## config.mk

```make
export PLATFORM = sky130hd
export DESIGN_NAME = splitter
export DESIGN_NICKNAME = d
export VERILOG_FILES = /design/src/rtl/splitter_pkg.sv /design/src/rtl/splitter_fields.sv /design/src/rtl/splitter.sv
export SDC_FILE = /design/constraint.sdc
export NUM_CORES = 1
export LEC_CHECK = 0
export CAP_MARGIN = 20
export CORE_MARGIN = 5
export CORE_UTILIZATION = 35
export CTS_CLUSTER_DIAMETER = 50
export DETAILED_ROUTE_END_ITERATION = 8
export PLACE_DENSITY = 0.83
export SLEW_MARGIN = 20
export SYNTH_ARGS = -nofsm -noshare
export SYNTH_HDL_FRONTEND = slang
export SYNTH_HIERARCHICAL = 1
export SYNTH_SLANG_ARGS = --single-unit
```

## constraint.sdc

```tcl
create_clock -name clk -period 2 [get_ports clk]
set_clock_uncertainty 0.2 [all_clocks]
set_input_delay 0.5 -clock clk [delete_from_list [all_inputs] [get_ports clk]]
set_output_delay 0.5 -clock clk [all_outputs]
set_load 0.05 [all_outputs]
```

## src/rtl/splitter_pkg.sv

```systemverilog
// Shared field widths, bit positions, opcode constants and the decoded-field payload for the MIPS instruction splitter.
package splitter_pkg;

    localparam int unsigned INSTR_W  = 32;
    localparam int unsigned OP_W     = 6;
    localparam int unsigned REG_W    = 5;
    localparam int unsigned SHAMT_W  = 5;
    localparam int unsigned FUNC_W   = 6;
    localparam int unsigned IMM_W    = 16;
    localparam int unsigned ADDR_W   = 26;
    localparam int unsigned ITYPE_W  = 2;

    localparam int unsigned OP_LSB    = 26;
    localparam int unsigned RS_LSB    = 21;
    localparam int unsigned RT_LSB    = 16;
    localparam int unsigned RD_LSB    = 11;
    localparam int unsigned SHAMT_LSB = 6;
    localparam int unsigned FUNC_LSB  = 0;
    localparam int unsigned IMM_LSB   = 0;
    localparam int unsigned ADDR_LSB  = 0;

    localparam logic [OP_W-1:0] OP_RTYPE = 6'h00;
    localparam logic [OP_W-1:0] OP_J     = 6'h02;
    localparam logic [OP_W-1:0] OP_JAL   = 6'h03;

    typedef enum logic [ITYPE_W-1:0] {
        ITYPE_R   = 2'd0,
        ITYPE_I   = 2'd1,
        ITYPE_J   = 2'd2,
        ITYPE_NOP = 2'd3
    } itype_e;

    typedef struct packed {
        logic [OP_W-1:0]    op;
        logic [REG_W-1:0]   rs;
        logic [REG_W-1:0]   rt;
        logic [REG_W-1:0]   rd;
        logic [SHAMT_W-1:0] shamt;
        logic [FUNC_W-1:0]  func;
        logic [IMM_W-1:0]   imm16;
        logic [ADDR_W-1:0]  addr26;
        logic [INSTR_W-1:0] imm32s;
        logic [INSTR_W-1:0] imm32z;
        logic [INSTR_W-1:0] imm32lui;
        itype_e             itype;
    } fields_t;

endpackage

```

## src/rtl/splitter_fields.sv

```systemverilog
// Combinational slicer: breaks one instruction word into every field, immediate extension and format class.
module splitter_fields
    import splitter_pkg::*;
(
    input  logic [INSTR_W-1:0] word,
    output fields_t            fields
);

    logic [IMM_W-1:0] imm;

    assign imm = word[IMM_LSB +: IMM_W];

    always_comb begin
        fields          = '0;
        fields.op       = word[OP_LSB    +: OP_W];
        fields.rs       = word[RS_LSB    +: REG_W];
        fields.rt       = word[RT_LSB    +: REG_W];
        fields.rd       = word[RD_LSB    +: REG_W];
        fields.shamt    = word[SHAMT_LSB +: SHAMT_W];
        fields.func     = word[FUNC_LSB  +: FUNC_W];
        fields.imm16    = imm;
        fields.addr26   = word[ADDR_LSB  +: ADDR_W];
        fields.imm32s   = {{(INSTR_W-IMM_W){imm[IMM_W-1]}}, imm};
        fields.imm32z   = {{(INSTR_W-IMM_W){1'b0}}, imm};
        fields.imm32lui = {imm, {(INSTR_W-IMM_W){1'b0}}};

        // All-zero word is the canonical NOP and wins over the R-type opcode match.
        if (word == '0) begin
            fields.itype = ITYPE_NOP;
        end else if (fields.op == OP_RTYPE) begin
            fields.itype = ITYPE_R;
        end else if (fields.op == OP_J || fields.op == OP_JAL) begin
            fields.itype = ITYPE_J;
        end else begin
            fields.itype = ITYPE_I;
        end
    end

endmodule

```

## src/rtl/splitter.sv

```systemverilog
// Registered instruction-field splitter: captures Instr on in_valid and presents decoded fields one cycle later.
module splitter
    import splitter_pkg::*;
(
    input  logic                 clk,
    input  logic                 rst_n,
    input  logic                 in_valid,
    input  logic [INSTR_W-1:0]   Instr,
    output logic                 out_valid,
    output logic [OP_W-1:0]      Op,
    output logic [REG_W-1:0]     Rs,
    output logic [REG_W-1:0]     Rt,
    output logic [REG_W-1:0]     Rd,
    output logic [SHAMT_W-1:0]   Shamt,
    output logic [FUNC_W-1:0]    func,
    output logic [IMM_W-1:0]     Imm16,
    output logic [ADDR_W-1:0]    Addr26,
    output logic [INSTR_W-1:0]   Imm32S,
    output logic [INSTR_W-1:0]   Imm32Z,
    output logic [INSTR_W-1:0]   Imm32Lui,
    output logic [ITYPE_W-1:0]   IType
);

    logic [INSTR_W-1:0] instr_q;
    logic               valid_q;
    fields_t            fields;

    // Instruction register holds its last capture while in_valid is low; valid tracks in_valid.
    always_ff @(posedge clk or negedge rst_n) begin
        if (!rst_n) begin
            instr_q <= '0;
            valid_q <= 1'b0;
        end else begin
            valid_q <= in_valid;
            if (in_valid) begin
                instr_q <= Instr;
            end
        end
    end

    splitter_fields u_fields (
        .word   (instr_q),
        .fields (fields)
    );

    assign out_valid = valid_q;
    assign Op        = fields.op;
    assign Rs        = fields.rs;
    assign Rt        = fields.rt;
    assign Rd        = fields.rd;
    assign Shamt     = fields.shamt;
    assign func      = fields.func;
    assign Imm16     = fields.imm16;
    assign Addr26    = fields.addr26;
    assign Imm32S    = fields.imm32s;
    assign Imm32Z    = fields.imm32z;
    assign Imm32Lui  = fields.imm32lui;
    assign IType     = ITYPE_W'(fields.itype);

endmodule

```

==> impl_metrics.env, run 1 <==
export IMPL_outcome="finished, violations left"
export IMPL_violations="negative setup slack"
export IMPL_grt_overflow=0
export IMPL_via_per_inst=3.90
export IMPL_hold_path_class="in2reg"
export IMPL_dpl_worst_slack_ns=-0.191
export IMPL_finalWirelength_um=7190
export IMPL_final_layout_size_suffix_gt1_share_pct=69.0
export IMPL_drv_cap=0
export IMPL_path_cells="nor4_4 > nand4_1 > buf_4 > o221ai_4 > buf_12"
export IMPL_period_minus_slack_ns=2.36
export IMPL_cts_root_buf="clkbuf_8"
export IMPL_r2r_setup_slack_ns=0.68
export IMPL_die_area_um2=9730
export IMPL_crit_buf_inv=2
export IMPL_tns_ns=-0.666
export IMPL_synth_seq_area_share_pct=30.0
export IMPL_slew_violations=0
export IMPL_p_leak_nw=2.47
export IMPL_netlist_area_um2=2750
export IMPL_drc_errors=0
export IMPL_clk_pin_slew_worst_paths_ns=0.07
export IMPL_crit_required_ns=1.30
export IMPL_numCtsBuffers=5
export IMPL_final_cell_mix="buf_12 (141), buf_4 (39), clkdlybuf4s50_1 (32), dfrtp_1 (32), conb_1 (32)"
export IMPL_num_antenna_cells=0
export IMPL_grt_pass1_vias=1874
export IMPL_avgSynthCellArea_um2=10.8
export IMPL_grt_antenna_before_repair=0
export IMPL_die_y_um=98.6
export IMPL_critPathCaptureType="primary output"
export IMPL_cts_tree="yes"
export IMPL_cpLargestDelayFamily="simple AND/OR/NAND/NOR gates"
export IMPL_ant_nets=0
export IMPL_worst_path_max_fanout=2
export IMPL_utilization_pct=68.8
export IMPL_r2r_start="instr_q[4]$_DFFE_PN0P_"
export IMPL_stdcell_area_um2=5290
export IMPL_yosys_warnings=6
export IMPL_portBuffers=175
export IMPL_dp_hpwl_um=6280
export IMPL_core_um2=7690
export IMPL_fillers=476
export IMPL_netlist_cell_type_count=14
export IMPL_num_nets_final=369
export IMPL_clockBufferDepth=2
export IMPL_r2r_cells=3
export IMPL_startpoint="instr_q[17]$_DFFE_PN0P_"
export IMPL_finalSetupViolCount=2
export IMPL_r2r_end="instr_q[4]$_DFFE_PN0P_"
export IMPL_wire_per_inst_um=16.4
export IMPL_rows=32
export IMPL_syn_inst=254
export IMPL_powerDensity_nw_per_um2=807
export IMPL_vias=1703
export IMPL_start_util_pct=35.8
export IMPL_rsz0062_at_grt="yes"
export IMPL_routabilityCongestion=0.670
export IMPL_cp_num_cells=5
export IMPL_die_w_um=98.6
export IMPL_peakVddDrop_uv=576
export IMPL_synth_seq_cells=33
export IMPL_finalHoldViolCount=0
export IMPL_layout_commonest_cell="buf_12"
export IMPL_drt_iter0_drc=43
export IMPL_placed_cell_area_um2=5110
export IMPL_seq_area_um2=827
export IMPL_cp_endpoint="IType[0]"
export IMPL_critical_path_slowest_cell="dfrtp_1"
export IMPL_fin_crit_sh_pct=118
export IMPL_worst_slack_ns=-0.360
export IMPL_max_stage_delay_ns=0.42
export IMPL_grt_pass1_wl_um=10800
export IMPL_grt_usage_pct=14.0
export IMPL_multi_input_area_um2=759
export IMPL_numClockSinks=33
export IMPL_drtPass1Iterations=2
export IMPL_area_growth_pct=92.3
export IMPL_insertion_delay_ns=0.28
export IMPL_fmax_mhz=424
export IMPL_critPathArrivalTime_ns=1.66
export IMPL_critPathLaunchType="flop"
export IMPL_htreeDepth=2
export IMPL_io_pins=208
export IMPL_grt_max_degree=24
export IMPL_worstSetupPathType="reg2out"
==> how the worst min path moves through the flow <==
stage / startpoint / endpoint / slack, ns / cells past startpoint
global route: in_valid / instr_q[30]$_DFFE_PN0P_ / 0.37 / 2
detailed placement: rst_n / instr_q[20]$_DFFE_PN0P_ / 0.20 / 1
CTS: in_valid / instr_q[31]$_DFFE_PN0P_ / 0.36 / 2
finish: in_valid / instr_q[31]$_DFFE_PN0P_ / 0.37 / 2
global placement: rst_n / instr_q[20]$_DFFE_PN0P_ / 0.19 / 1
floorplan: rst_n / instr_q[0]$_DFFE_PN0P_ / 0.004 / 0
==> cell families (layout without fill, tap and decap cells) <==
kind of cell,count (synthesis),after routing,share of synthesized area (%)
other,1,32,0.136
AOI/OAI and AO/OA,2,2,0.501
muxes,32,32,17.2
and+or+nand+nor,11,11,2.96
DFF,33,33,30.0
buffers and inverters,175,225,49.2
==> layer usage <==
layer / share of wire (%) / track usage (%) / vias to the layer above
li1: - / - / 775
met1: 30 / 13.6 / 815
met2: 59 / 27.9 / 107
met3: 9.6 / 4.67 / 6
met4: 0.81 / 3.47 / 0
met5: 0 / 0 / -
==> final cells by class <==
cell class / instances / area share [%]
clock buffers: 7 / 1.82
clock inverters: 1 / 0.0947
inverters: 1 / 0.0710
multi-input cells: 77 / 14.4
flip-flops and latches: 33 / 15.6
well taps: 102 / 2.41
repair buffers: 216 / 65.6
==> through the flow <==
| step | hold slack, ns | power [mW] | instances |
|---|---|---|---|
| finish | 0.368 | 4.27 | 437 |
| global route | 0.368 | 4.39 | 437 |
| CTS | 0.361 | 4.30 | 435 |
| detailed placement | 0.203 | 3.73 | 425 |
| global placement | 0.194 | 3.69 | 425 |
| floorplan | 0.00441 | 2.62 | 285 |
==> flip-flops by register name, summed over array words and instances, names as in the netlist <==
register	cells
instr_q	32
out_valid	1
==> report_power, final <==
| part | internal, mW | switching (mW) | leakage, nW | total [mW] |
|---|---|---|---|---|
| Clock | 0.311 | 0.234 | 0.0542 | 0.545 |
| Sequential | 0.734 | 0.0575 | 0.385 | 0.792 |
| Combinational | 1.31 | 1.62 | 2.03 | 2.93 |
==> timing repair <==
| item | CTS | global route |
|---|---|---|
| pin swaps | 6 | 3 |
| hold endpoints to repair | 12 | 0 |
| buffers inserted | 2 | 2 |
| hold buffers | 1 | 0 |
| gates resized for setup | 7 | 0 |
| setup endpoints to repair | 24 | 2 |
==> synthesized netlist by cell type <==
master / instances / share of area [%]
buf_12: 3 / 2.2
o21ai_1: 1 / 0.18
mux2_2: 2 / 0.82
buf_6: 1 / 0.41
nor4_1: 7 / 1.6
inv_1: 1 / 0.14
buf_4: 170 / 46
mux2_4: 30 / 16
nand4_1: 2 / 0.46
nand2_1: 1 / 0.14
conb_1: 1 / 0.14
o221ai_1: 1 / 0.32
nor4_4: 1 / 0.77
dfrtp_1: 33 / 30
No activity file was read; power rests on OpenSTA's default activity.
==> inputs of run 2 (changes only) <==
--- a/config.mk
+++ b/config.mk
@@ -11,6 +11,7 @@
 export CTS_CLUSTER_DIAMETER = 50
 export DETAILED_ROUTE_END_ITERATION = 8
 export PLACE_DENSITY = 0.83
+export SKIP_LAST_GASP = 1
 export SLEW_MARGIN = 20
 export SYNTH_ARGS = -nofsm -noshare
 export SYNTH_HDL_FRONTEND = slang
==> results of run 2 <==
The final DEF is identical to that of run 1; final timing and power are the same.
